### config.mk
export PLATFORM = sky130hd
export DESIGN_NAME = trdb_trace_ctrl
export DESIGN_NICKNAME = d
export VERILOG_FILES = /design/src/rtl/trdb_pkg.sv /design/src/rtl/trdb_drain_timer.sv /design/src/rtl/trdb_trace_ctrl.sv
export SDC_FILE = /design/constraint.sdc
export NUM_CORES = 1
export LEC_CHECK = 0
export CAP_MARGIN = 10
export CORE_MARGIN = 2
export CORE_UTILIZATION = 39
export DETAILED_ROUTE_END_ITERATION = 7
export PLACE_DENSITY_LB_ADDON = 0.08
export SETUP_SLACK_MARGIN = 0.1
export SLEW_MARGIN = 20
export SYNTH_ARGS = -nofsm -noshare
export SYNTH_HDL_FRONTEND = slang
export SYNTH_SLANG_ARGS = --single-unit
### constraint.sdc
create_clock -name clk_i -period 2.65 [get_ports clk_i]
set_clock_uncertainty 0.15 [all_clocks]
set_input_delay 0.3975 -clock clk_i [delete_from_list [all_inputs] [get_ports clk_i]]
set_output_delay 0.3975 -clock clk_i [all_outputs]
set_load 0.01 [all_outputs]
### src/rtl/trdb_pkg.sv
// Shared encodings for the trace controller: FSM states and stop causes.
// Consumed by trdb_trace_ctrl and trdb_drain_timer.
package trdb_pkg;

    localparam logic [1:0] TRDB_ST_IDLE   = 2'd0;
    localparam logic [1:0] TRDB_ST_ACTIVE = 2'd1;
    localparam logic [1:0] TRDB_ST_DRAIN  = 2'd2;
    localparam logic [1:0] TRDB_ST_RSVD   = 2'd3;

    localparam logic [1:0] TRDB_CAUSE_NONE    = 2'd0;
    localparam logic [1:0] TRDB_CAUSE_SW      = 2'd1;
    localparam logic [1:0] TRDB_CAUSE_DEACT   = 2'd2;
    localparam logic [1:0] TRDB_CAUSE_TIMEOUT = 2'd3;

    // The reserved encoding is a named member so the FSM can recover from it.
    typedef enum logic [1:0] {
        ST_IDLE   = TRDB_ST_IDLE,
        ST_ACTIVE = TRDB_ST_ACTIVE,
        ST_DRAIN  = TRDB_ST_DRAIN,
        ST_RSVD   = TRDB_ST_RSVD
    } trdb_ctrl_state_e;

    typedef enum logic [1:0] {
        CAUSE_NONE    = TRDB_CAUSE_NONE,
        CAUSE_SW      = TRDB_CAUSE_SW,
        CAUSE_DEACT   = TRDB_CAUSE_DEACT,
        CAUSE_TIMEOUT = TRDB_CAUSE_TIMEOUT
    } trdb_stop_cause_e;

    function automatic logic trdb_is_busy(input trdb_ctrl_state_e s);
        return (s == ST_ACTIVE) || (s == ST_DRAIN);
    endfunction

endpackage

### src/rtl/trdb_drain_timer.sv
// Drain-phase cycle counter; expired_o flags the last permitted drain cycle
// (count == DRAIN_TIMEOUT-1). The counter holds at that value until cleared.
module trdb_drain_timer
    import trdb_pkg::*;
#(
    parameter int unsigned DRAIN_TIMEOUT = 1024
) (
    input  logic clk_i,
    input  logic rst_i,
    input  logic clear_i,
    input  logic enable_i,
    output logic expired_o
);

    localparam int unsigned CNT_W = (DRAIN_TIMEOUT > 2) ? $clog2(DRAIN_TIMEOUT) : 1;
    localparam logic [CNT_W-1:0] LAST_CNT = CNT_W'(DRAIN_TIMEOUT - 1);

    logic [CNT_W-1:0] r_cnt;
    logic             w_expired;

    assign w_expired = (r_cnt == LAST_CNT);
    assign expired_o = w_expired;

    // Drain cycle counter: cleared outside DRAIN, counts while enabled.
    always_ff @(posedge clk_i) begin
        if (rst_i) begin
            r_cnt <= {CNT_W{1'b0}};
        end else if (clear_i) begin
            r_cnt <= {CNT_W{1'b0}};
        end else if (enable_i && !w_expired) begin
            r_cnt <= r_cnt + CNT_W'(1);
        end else begin
            r_cnt <= r_cnt;
        end
    end

endmodule

### src/rtl/trdb_trace_ctrl.sv
// Trace session controller: IDLE -> ACTIVE -> DRAIN with timeout and restart.
// Optional macro TRDB_TRIGGER_ON_EN lets trigger_trace_on_i start/restart tracing.
module trdb_trace_ctrl
    import trdb_pkg::*;
#(
    parameter int unsigned DRAIN_TIMEOUT = 1024,
    parameter int unsigned STOP_CNT_W    = 8
) (
    input  logic                  clk_i,
    input  logic                  rst_i,
    input  logic                  sw_wr_i,
    input  logic                  sw_enable_i,
    input  logic                  trace_req_deactivate_i,
    input  logic                  trigger_trace_on_i,
    input  logic                  encoder_idle_i,
    output logic                  trace_enable_o,
    output logic                  busy_o,
    output logic [1:0]            state_o,
    output logic [1:0]            stop_cause_o,
    output logic [STOP_CNT_W-1:0] stop_cnt_o
);

    trdb_ctrl_state_e        r_state;
    trdb_ctrl_state_e        w_state_nxt;
    trdb_stop_cause_e        r_cause;
    trdb_stop_cause_e        w_cause_nxt;
    logic                    r_restart_pend;
    logic                    w_restart_pend_nxt;
    logic                    w_restart_eff;
    logic [STOP_CNT_W-1:0]   r_stop_cnt;
    logic [STOP_CNT_W-1:0]   w_stop_cnt_nxt;
    logic                    r_trace_en;
    logic                    r_busy;
    logic                    w_trig;
    logic                    w_in_drain;
    logic                    w_expired;

`ifdef TRDB_TRIGGER_ON_EN
    assign w_trig = trigger_trace_on_i;
`else
    logic w_unused_trig;
    assign w_unused_trig = trigger_trace_on_i;
    assign w_trig        = 1'b0;
`endif

    assign w_in_drain = (r_state == ST_DRAIN);

    trdb_drain_timer #(
        .DRAIN_TIMEOUT(DRAIN_TIMEOUT)
    ) u_drain_timer (
        .clk_i    (clk_i),
        .rst_i    (rst_i),
        .clear_i  (!w_in_drain),
        .enable_i (w_in_drain),
        .expired_o(w_expired)
    );

    // Restart request as seen this cycle: a sw write overrides a trigger,
    // so the last software word written is what decides the restart.
    assign w_restart_eff = sw_wr_i ? sw_enable_i : (r_restart_pend | w_trig);

    // Next-state, stop-cause, restart and session-count logic.
    always_comb begin
        w_state_nxt        = r_state;
        w_cause_nxt        = r_cause;
        w_restart_pend_nxt = 1'b0;
        w_stop_cnt_nxt     = r_stop_cnt;
        case (r_state)
            ST_IDLE: begin
                if ((sw_wr_i && sw_enable_i) || w_trig) begin
                    w_state_nxt = ST_ACTIVE;
                    w_cause_nxt = CAUSE_NONE;
                end else begin
                    w_state_nxt = ST_IDLE;
                end
            end
            ST_ACTIVE: begin
                if (trace_req_deactivate_i) begin
                    w_state_nxt = ST_DRAIN;
                    w_cause_nxt = CAUSE_DEACT;
                end else if (sw_wr_i && !sw_enable_i) begin
                    w_state_nxt = ST_DRAIN;
                    w_cause_nxt = CAUSE_SW;
                end else begin
                    w_state_nxt = ST_ACTIVE;
                end
            end
            ST_DRAIN: begin
                if (encoder_idle_i || w_expired) begin
                    w_stop_cnt_nxt = (r_stop_cnt == {STOP_CNT_W{1'b1}}) ?
                                     r_stop_cnt : (r_stop_cnt + STOP_CNT_W'(1));
                    if (w_restart_eff) begin
                        w_state_nxt = ST_ACTIVE;
                        w_cause_nxt = CAUSE_NONE;
                    end else if (!encoder_idle_i) begin
                        w_state_nxt = ST_IDLE;
                        w_cause_nxt = CAUSE_TIMEOUT;
                    end else begin
                        w_state_nxt = ST_IDLE;
                    end
                end else begin
                    w_state_nxt        = ST_DRAIN;
                    w_restart_pend_nxt = w_restart_eff;
                end
            end
            default: begin
                w_state_nxt = ST_IDLE;
            end
        endcase
    end

    // State and registered outputs.
    always_ff @(posedge clk_i) begin
        if (rst_i) begin
            r_state        <= ST_IDLE;
            r_cause        <= CAUSE_NONE;
            r_restart_pend <= 1'b0;
            r_stop_cnt     <= {STOP_CNT_W{1'b0}};
            r_trace_en     <= 1'b0;
            r_busy         <= 1'b0;
        end else begin
            r_state        <= w_state_nxt;
            r_cause        <= w_cause_nxt;
            r_restart_pend <= w_restart_pend_nxt;
            r_stop_cnt     <= w_stop_cnt_nxt;
            r_trace_en     <= (w_state_nxt == ST_ACTIVE);
            r_busy         <= trdb_is_busy(w_state_nxt);
        end
    end

    assign trace_enable_o = r_trace_en;
    assign busy_o         = r_busy;
    assign state_o        = r_state;
    assign stop_cause_o   = r_cause;
    assign stop_cnt_o     = r_stop_cnt;

endmodule
==> impl_metrics.yaml <==
worst_setup_path:
  crit_fanout: 9
  end_kind: "register"
  rr_worst_depth: 5
  r2r-start: "u_drain_timer.r_cnt[0]"
  regToRegEndpoint: "stop_cnt_o[6]"
  crit_type: "register to register"
  reg2reg_slack_ps: 280
  required_ps: 2710
  cp.arrival_ps: 2430
  startpoint_type: "register"
clock_network:
  clkSlewWorstSetupHoldPaths_ps: 140
  tritoncts: "built"
  cts_buffers: 3
  cts_buffer_depth: 2
  htreeDepth: 1
  cts_setup_buffers: 0
  cts.sinks: 25
  clk_latency_ps: 320
  root_buffer: "clkbuf_4"
  post_cts_resized: 0
  cts_hold_buf: 0
placement:
  gp_congestion: 0.7632
  port_buffers: 19
  dp.cells: 208
  placed_area_sq_um: 1560
  place_hpwl_um: 1940
pwr:
  total_leakage_power_nw: 0.5512
  ir_drop_v: 0.0002278
  cellPowerDensity_nw_per_um2: 395.8
  power_w: 0.0006284
synth:
  synthTopCellsByArea: "dfxtp_1, ha_1, nand2_1"
  synth_seq_cells: 25
  synth_area_per_cell_sq_um: 8.984
  ys_types: 38
  ys_seq_area_share_pct: 38.68
  yosysTopAreaCell: "dfxtp_1"
  synthesis.nets: 158
  netlist_area_sq_um: 1294
  synth_cells: 144
  synth_top_area_share_pct: 38.68
  yosys_warnings: 0
routing:
  drtPass1Iterations: 4
  route.detailed.drc: 0
  routed_via_density: 5.283
  wl_per_cell_um: 12.38
  drtIter0Drc: 27
  routed_wl_um: 2624
  num_vias: 1120
  drtAntennaViolNets: 0
hold_path:
  holdPathStages: 2
  hold_class: "register to register"
  min-delay-start: "stop_cause_o[1]"
  whs_endpoint: "stop_cause_o[1]"
final_layout:
  fillers: 334
  final_cells: 212
  design_area_sq_um: 1588
  drive_gt1_share_pct: 9.524
  layout_common_cells: "dfxtp_1, clkdlybuf4s50_1, nand2_1"
  final_common_cell: "dfxtp_1"
  num_antenna_cells: 0
  synthToLayoutAreaGrowth_pct: 22.73
  fin_nets: 183
  fin_util_pct: 51.17
global_routing:
  grt_pass1_wl_um: 4747
  antenna_found_initial: 0
  grt.total_usage_pct: 16.32
  gr-total-overflow: 0
  grt_max_degree: 15
  first_global_vias: 1113
floorplan:
  core-area_sq_um: 3103
  ios: 21
  rows: 20
  fp.dieH_um: 61.60
  initial_core_util_pct: 41.69
  die_x_um: 61.60
  die_area_sq_um: 3794
timing:
  fin_crit_sh_pct: 89.49
  max_freq_mhz: 421.7
  max_slew_margin_pct: 73.19
  setup_tns_ps: 0
  drv_slew: 0
  rsz0062_at_grt: "no"
  setup_viol_count_final: 0
  worst_pin_slew_ps: 397.1
  fin_crit_ps: 2371
  hold_violations: 0
job:
  maxCapViolations: 0
status:
  status: "finished, final reports clean"
[logic make-up (layout without fill, tap and decap cells)]
logic type / Yosys count / after routing / share of synthesized area, %
compound gates: 33 / 33 / 19.05
xor+xnor: 5 / 5 / 3.385
fa+ha+maj: 7 / 7 / 6.770
buf+inv: 11 / 35 / 3.287
flops: 25 / 25 / 38.68
mux: 5 / 5 / 3.965
simple gates: 58 / 58 / 24.86
[worst max-delay path: stages (launching register included)]
cell and delay [ps]:
dfxtp_1 410, ha_1 230, nand3_1 220, o41a_1 530
nor4_1 370, mux2_1 350
[area by class of cell]
type                            instances  area, sq um  share of cell area, %
Inverter                                7        26.28                  1.655
Clock buffer                            3        22.52                  1.418
Tap cell                               44        55.05                  3.467
Multi-Input combinational cell        108        750.7                  47.28
Timing Repair Buffer                   24        227.7                  14.34
Clock inverter                          1        5.005                 0.3152
Sequential cell                        25        500.5                  31.52
[how the worst max path moves through the flow]
stage | from | endpoint | slack, ps | cells after the start
floorplan | state_o[0] | stop_cnt_o[6] | 490 | 6
detailed placement | u_drain_timer.r_cnt[0] | stop_cnt_o[6] | 370 | 5
global route | u_drain_timer.r_cnt[0] | stop_cnt_o[6] | 100 | 5
finish | u_drain_timer.r_cnt[0] | stop_cnt_o[6] | 280 | 5
global placement | u_drain_timer.r_cnt[0] | stop_cnt_o[6] | 390 | 5
CTS | u_drain_timer.r_cnt[0] | stop_cnt_o[6] | 330 | 5
[Yosys cell counts, drive strengths merged]
master,number
nor4,2
o31a,1
buf,1
mux2i,4
dfxtp,25
clkinv,1
nor2,10
ha,7
o31ai,4
a211o,3
a21bo,1
and2,1
or2,4
clkbuf,3
nor3,4
o41ai,4
nand3,4
a21oi,5
o41a,1
nand2,14
xor2,5
or3,4
and3,1
or4b,1
nor2b,3
o311ai,5
o211ai,2
and4,2
inv,6
o21ai,4
a31oi,2
o2111ai,1
mux2,1
nor3b,1
or4,3
nand4,1
nand2b,3
[through the flow]
stage	hold WS [ps]	worst slack, ps
after CTS	337.6	332.3
after global routing	354.2	104.6
final	328.1	278.5
after detailed placement	315.5	366.5
after floorplan	308.9	492.0
after global placement	308.6	389.8
[state kept, by name, indices dropped and copies added, names as in the netlist]
name	count
u_drain_timer.r_cnt	10
stop_cnt_o	8
state_o	2
stop_cause_o	2
busy_o	1
r_restart_pend	1
trace_enable_o	1
[metal layers]
metal  vias up  share of wire, %  global-route usage [%]
met5         -                 0                       0
met4         0              0.80                   5.471
met3         2               3.0                   2.941
li1        582                 -                       -
met2        13                46                   27.07
met1       523                50                   21.33
[power breakdown]
part	switching [W]	leakage, nW	internal (W)	total [W]
Combinational	0.0000354	0.331	0.0000390	0.0000744
Sequential	0.00000380	0.202	0.000382	0.000386
Clock	0.000112	0.0177	0.0000564	0.000168
No activity file was read; power rests on OpenSTA's default activity.
